===== config.mk =====
export PLATFORM = sky130hd
export DESIGN_NAME = wb_trace_buffer
export DESIGN_NICKNAME = d
export VERILOG_FILES = /design/src/rtl/wb_trace_buffer.sv
export SDC_FILE = /design/constraint.sdc
export NUM_CORES = 1
export LEC_CHECK = 0
export ABC_AREA = 0
export BUFFER_PORTS_ARGS = -buffer_cell sky130_fd_sc_hd__clkbuf_2
export CORE_AREA = 4 4 298 300
export CTS_BUF_LIST = sky130_fd_sc_hd__clkbuf_2
export CTS_CLUSTER_DIAMETER = 150
export CTS_CLUSTER_SIZE = 12
export DETAILED_ROUTE_END_ITERATION = 6
export DIE_AREA = 0 0 302 304
export PLACE_DENSITY = 0.57
export SLEW_MARGIN = 20
export SYNTH_ARGS = -nofsm -noshare
export SYNTH_HDL_FRONTEND = slang
export SYNTH_SLANG_ARGS = --single-unit

===== constraint.sdc =====
create_clock -name clk -period 4 [get_ports clk]
set_input_delay 0.2 -clock clk [delete_from_list [all_inputs] [get_ports clk]]
set_output_delay 0.2 -clock clk [all_outputs]
set_load 0.02 [all_outputs]

===== src/rtl/wb_trace_buffer.sv =====
// wb_trace_buffer
//   Commit-trace capture for the MEM/WB stage. Each register-file write to a
//   non-zero destination is stamped with a free-running 16-bit cycle counter
//   and pushed into a circular FIFO, drained through a valid/ready port.
//
// Ports
//   clk, reset                 pipeline clock, async active-high reset
//   wwreg, wmtoreg, wdest,     MEM/WB write-back fields being observed
//   walu, wdo
//   arm, disarm, flush         single-cycle control pulses
//   rd_ready                   consumer accepts the head entry
//   rd_valid, rd_cycle,        head entry (all zero while FIFO is empty)
//   rd_reg, rd_value
//   count                      occupancy 0..DEPTH
//   overflow                   sticky drop indicator
//   state                      0 = IDLE, 1 = RUN, 2 = HALT
module wb_trace_buffer #(
    parameter int unsigned DEPTH  = 16,
    parameter int unsigned ADDR_W = 4
) (
    input  logic              clk,
    input  logic              reset,
    input  logic              wwreg,
    input  logic              wmtoreg,
    input  logic [5:0]        wdest,
    input  logic [31:0]       walu,
    input  logic [31:0]       wdo,
    input  logic              arm,
    input  logic              disarm,
    input  logic              flush,
    input  logic              rd_ready,
    output logic              rd_valid,
    output logic [15:0]       rd_cycle,
    output logic [4:0]        rd_reg,
    output logic [31:0]       rd_value,
    output logic [ADDR_W:0]   count,
    output logic              overflow,
    output logic [1:0]        state
);

    typedef enum logic [1:0] {
        S_IDLE = 2'd0,
        S_RUN  = 2'd1,
        S_HALT = 2'd2
    } state_e;

    localparam logic [ADDR_W:0] FULL_CNT = (ADDR_W + 1)'(DEPTH);

    state_e              state_q, state_d;
    logic [15:0]         cycle_q;
    logic [ADDR_W-1:0]   wr_ptr_q, wr_ptr_d;
    logic [ADDR_W-1:0]   rd_ptr_q, rd_ptr_d;
    logic [ADDR_W:0]     count_q, count_d;
    logic                ovf_q, ovf_d;

    logic [15:0]         mem_cyc [DEPTH];
    logic [4:0]          mem_reg [DEPTH];
    logic [31:0]         mem_val [DEPTH];

    logic                is_event, full, pop, capture, push, drop;
    logic [31:0]         wb_value;

    // Only the low five destination bits name an architectural register.
    logic                unused_wdest_hi;
    assign unused_wdest_hi = wdest[5];

    always_comb begin
        is_event = wwreg && (wdest[4:0] != 5'd0);
        wb_value = wmtoreg ? wdo : walu;
        full     = (count_q == FULL_CNT);
        pop      = (count_q != '0) && rd_ready;
        // Events coinciding with any control pulse are never captured; flush
        // additionally discards the pop of its cycle.
        capture  = (state_q == S_RUN) && is_event && !arm && !disarm && !flush;
        push     = capture && (!full || pop);
        drop     = capture && full && !pop;
    end

    always_comb begin
        state_d = state_q;
        if (disarm)
            state_d = S_IDLE;
        else if (arm)
            state_d = S_RUN;
        else if (flush && state_q == S_HALT)
            state_d = S_RUN;
        else if (drop)
            state_d = S_HALT;
    end

    always_comb begin
        wr_ptr_d = wr_ptr_q;
        rd_ptr_d = rd_ptr_q;
        count_d  = count_q;
        ovf_d    = ovf_q | drop;
        if (flush) begin
            wr_ptr_d = '0;
            rd_ptr_d = '0;
            count_d  = '0;
            ovf_d    = 1'b0;
        end else begin
            if (push) wr_ptr_d = wr_ptr_q + ADDR_W'(1);
            if (pop)  rd_ptr_d = rd_ptr_q + ADDR_W'(1);
            case ({push, pop})
                2'b10:   count_d = count_q + (ADDR_W + 1)'(1);
                2'b01:   count_d = count_q - (ADDR_W + 1)'(1);
                default: count_d = count_q;
            endcase
        end
    end

    always_ff @(posedge clk or posedge reset) begin
        if (reset) begin
            state_q  <= S_IDLE;
            cycle_q  <= '0;
            wr_ptr_q <= '0;
            rd_ptr_q <= '0;
            count_q  <= '0;
            ovf_q    <= 1'b0;
        end else begin
            state_q  <= state_d;
            cycle_q  <= cycle_q + 16'd1;
            wr_ptr_q <= wr_ptr_d;
            rd_ptr_q <= rd_ptr_d;
            count_q  <= count_d;
            ovf_q    <= ovf_d;
        end
    end

    // Storage is not reset; the read mux below hides stale contents.
    always_ff @(posedge clk) begin
        if (push && !flush) begin
            mem_cyc[wr_ptr_q] <= cycle_q;
            mem_reg[wr_ptr_q] <= wdest[4:0];
            mem_val[wr_ptr_q] <= wb_value;
        end
    end

    always_comb begin
        rd_valid = (count_q != '0);
        rd_cycle = rd_valid ? mem_cyc[rd_ptr_q] : '0;
        rd_reg   = rd_valid ? mem_reg[rd_ptr_q] : '0;
        rd_value = rd_valid ? mem_val[rd_ptr_q] : '0;
        count    = count_q;
        overflow = ovf_q;
        state    = state_q;
    end

endmodule

==> run_results.csv <==
group,metric,value,unit
outcome,outcome,"complete, no violations",
synthesis,synthCells,1510,
cts,cts_buffers,83,
cts,clock_latency,1.18,ns
floorplan,die_h,304,um
final_layout,n_fill_cell,7400,
floorplan,dieArea,0.0918,mm^2
placement,io_buffers,138,
synthesis,ys_seq_elements,880,
cts,cts_tree,"done",
pwr,switching_share,0.272,
timing,setup_viol,0,
synthesis,synth_top_family_by_area,"multiplexers",
worst_setup_path,critPathSlowestCell,"dfrtp_4",
pwr,ir_worst_vdd,0.000215,V
pwr,p_int,0.0122,W
synthesis,synthArstFlopShare,0.0364,
worst_setup_path,critPathCaptureType,"output pin",
timing,worst_pin_slew,0.897,ns
synthesis,syn-cell-area,0.0342,mm^2
global_routing,overflow,0,
timing,finalMaxSlewViolations,0,
drt,drc,0,
synthesis,synth_cell_type_count,48,
synthesis,synth_seq_area_share,0.769,
synthesis,synth_area_leaders,"edfxtp_1 75%, mux4_2 14%, mux2i_1 3.2%, dfrtp_1 2.3%, mux2_2 1.1%",
placement,gp_congestion,0.742,
pwr,power.switching,0.00456,W
placement,place_inst,2775,
synthesis,synth.area.mux_share,0.185,
drt,vias,16200,
flow_run,drv_cap,0,
worst_setup_path,worstSetupPathType,"flop to output pin",
floorplan,start_util,0.396,
worst_setup_path,worstPathBufferInverterCount,2,
timing,hold_viol,0,
final_layout,drive_above_1_share,0.311,
drt,viasPerCell,5.40,
drt,routed-wl-met2,38600,um
worst_setup_path,crit_family,"flip-flops",
pwr,p_comb_frac,0.191,
cts,cts_root_buf,"clkbuf_2",
worst_setup_path,path_max_fanout,38,
placement,dp_slack,0.809,ns
timing,min_period_over_period,0.954,
global_routing,groute.usage.overall,0.168,
final_layout,fin_nets,1916,
pwr,p_total,0.0168,W
cts,cts_num_sinks,880,
synthesis,syn_area_per_cell,22.6,um^2
final_layout,largest_reg_flops,512,
worst_setup_path,arrival,3.62,ns
timing,rsz0062_at_grt,"true",
pwr,clkPwrFrac,0.203,
drt,wl_met1,33900,um
drt,wl_per_cell,25.6,um
synthesis,syn-num-nets,1598,
timing,worst_slack,0.182,ns
drt,routed_wl,76800,um
drt,drtIter0Drc,1255,
timing,max_freq,262,MHz
floorplan,core,0.0862,mm^2
final_layout,syn2layout_area_growth,12.9,%
worst_setup_path,worstPathRequired,3.80,ns
global_routing,grt_max_degree,65,
synthesis,synthXorXnorAreaFrac,0.00436,
pwr,seq_power_share,0.606,
synthesis,yosys.area_share.simple,0.0136,
cts,h-tree-depth,3,
worst_setup_path,startpoint_type,"flop",
drt,dr_wl_met3,3020,um
timing,slew_headroom,0.402,
placement,dp_hpwl,41100,um
pwr,powerDensity,435,mW/mm^2
floorplan,io-pin-count,140,
synthesis,synth_edf_count,848,
synthesis,yosysTopAreaCell,"edfxtp_1",
worst_setup_path,crit_chain,"buf_12, mux4_2, mux2i_1, o22ai_1, clkbuf_2",
min_path,worstHoldPathType,"primary input to asynchronous set/reset pin",
cts,clkTransAtPathRegs,0.27,ns
synthesis,synth_top_area_frac,0.745,
pwr,p_leak,11.9,nW
cts,clockBufferDepth,3,
floorplan,dieWidth,302,um
synthesis,ys_top_cells_by_count,"848 x edfxtp_1, 212 x mux4_2, 110 x mux2i_1, 53 x o22ai_1, 43 x clkbuf_1",
drt,ant_nets,0,
timing,fin_crit,3.82,ns
synthesis,synth_most_common_cell,"edfxtp_1",
floorplan,num_rows,108,
synthesis,synthFlopType,"edfxtp_1",
synthesis,synth_warnings,0,
drt,route.top_layer_used,"met5",
drt,dr.pass1.iters,5,
global_routing,antenna_found_initial,3,
global_routing,grt_pass1_vias,17300,
timing,skew,0.110,ns
synthesis,synth_adder_area_share,0.00388,
worst_setup_path,max_stage_delay,0.79,ns
final_layout,instances_no_fill,3005,
global_routing,grt_pass1_wl,113000,um
synthesis,synth-compound-area-share,0.0140,
-- path summary, 6_finish.rpt --
kind | from | slack [ns] | cells after the start | endpoint
worst min register to register | wr_ptr_q[0] | 0.59 | 1 | wr_ptr_q[0]
max in group asynchronous | reset | 3.34 | 5 | rd_ptr_q[3]
worst max register to register | state[1] | 0.44 | 7 | mem_val[3][25]
worst min-delay path | reset | 0.21 | 5 | wr_ptr_q[2]
min in group clk | rd_ready | 0.24 | 5 | count[4]
worst max-delay path | rd_ptr_q[0] | 0.18 | 5 | rd_cycle[1]
-- cell families (layout without fill, tap and decap cells) --
kind of cell | Yosys count | in the layout
fa+ha+maj | 10 | 10
simple gates | 81 | 82
compound gates | 74 | 74
xor+xnor | 17 | 17
other cells | 0 | 2
buf+inv | 89 | 426
flops | 880 | 880
mux | 359 | 359
-- cell usage in the layout, fill, tap and decap left out, types with 3 or more instances in the layout --
cell           instances
inv_1                  8
ha_1                   9
mux2_4                 4
clkbuf_2             237
o22ai_1               52
nor2_1                11
nor2b_1                3
and4_4                 4
dfrtp_1               29
xnor2_1                7
and3_4                 4
nor3_1                 4
and3_1                 3
inv_2                  3
edfxtp_1             848
or4_1                  3
mux2_2                33
buf_4                 30
nand3_1               10
mux2i_1              110
a21oi_1                6
mux4_2               212
nand2_1               13
xor2_1                10
dlygate4sd3_1        118
dfrtp_4                3
buf_12                22
and2_4                 8
-- worst min-delay path, cell delays in order --
cell and delay [ns]:
dlygate4sd3_1 0.53, clkbuf_2 0.10, dlygate4sd3_1 0.54, inv_1 0.06
buf_4 0.42
-- power by group through the flow --
stage	clock network, W	registers [W]	logic, W
final	0.00341	0.0102	0.00320
after global routing	0.00395	0.0102	0.00345
after global placement	0	0.0104	0.00302
after CTS	0.00359	0.0102	0.00327
after detailed placement	0	0.0104	0.00305
after floorplan	0	0.0103	0.00209
-- layout make-up --
type | count | area (um^2) | area share
clock buffers | 99 | 495 | 0.0128
well taps | 1155 | 1450 | 0.0375
multi-input cells | 542 | 7630 | 0.198
repair buffers | 313 | 2630 | 0.0681
clock inverters | 6 | 57.6 | 0.00149
diodes | 2 | 5.00 | 0.000130
flip-flops and latches | 880 | 26300 | 0.681
inverters | 8 | 30.0 | 0.000779
-- routing by layer --
layer,up-vias,global-route usage
li1,6998,-
met1,8784,0.238
met2,355,0.278
met3,79,0.0218
met4,2,0.0410
met5,-,0
-- per-stage QoR --
step	hold WS, ns	instance area, um^2	util	setup TNS (ns)
floorplan	0.263	34200	-	0
global placement	0.336	36700	0.426	0
detailed placement	0.351	36700	0.426	0
CTS	0.0385	38500	0.447	0
global route	0.150	38600	0.447	-0.0662
finish	0.206	38600	0.447	0
-- timing repair --
action / CTS / global route
gates cloned: 1 / 1
endpoints found under the hold margin: 722 / 0
buffers inserted: 3 / 0
endpoints found under the setup margin: 50 / 1
pin swaps: 0 / 0
resized for setup: 8 / 0
hold buffers: 118 / 0
Power figures use the tool's default switching activity.
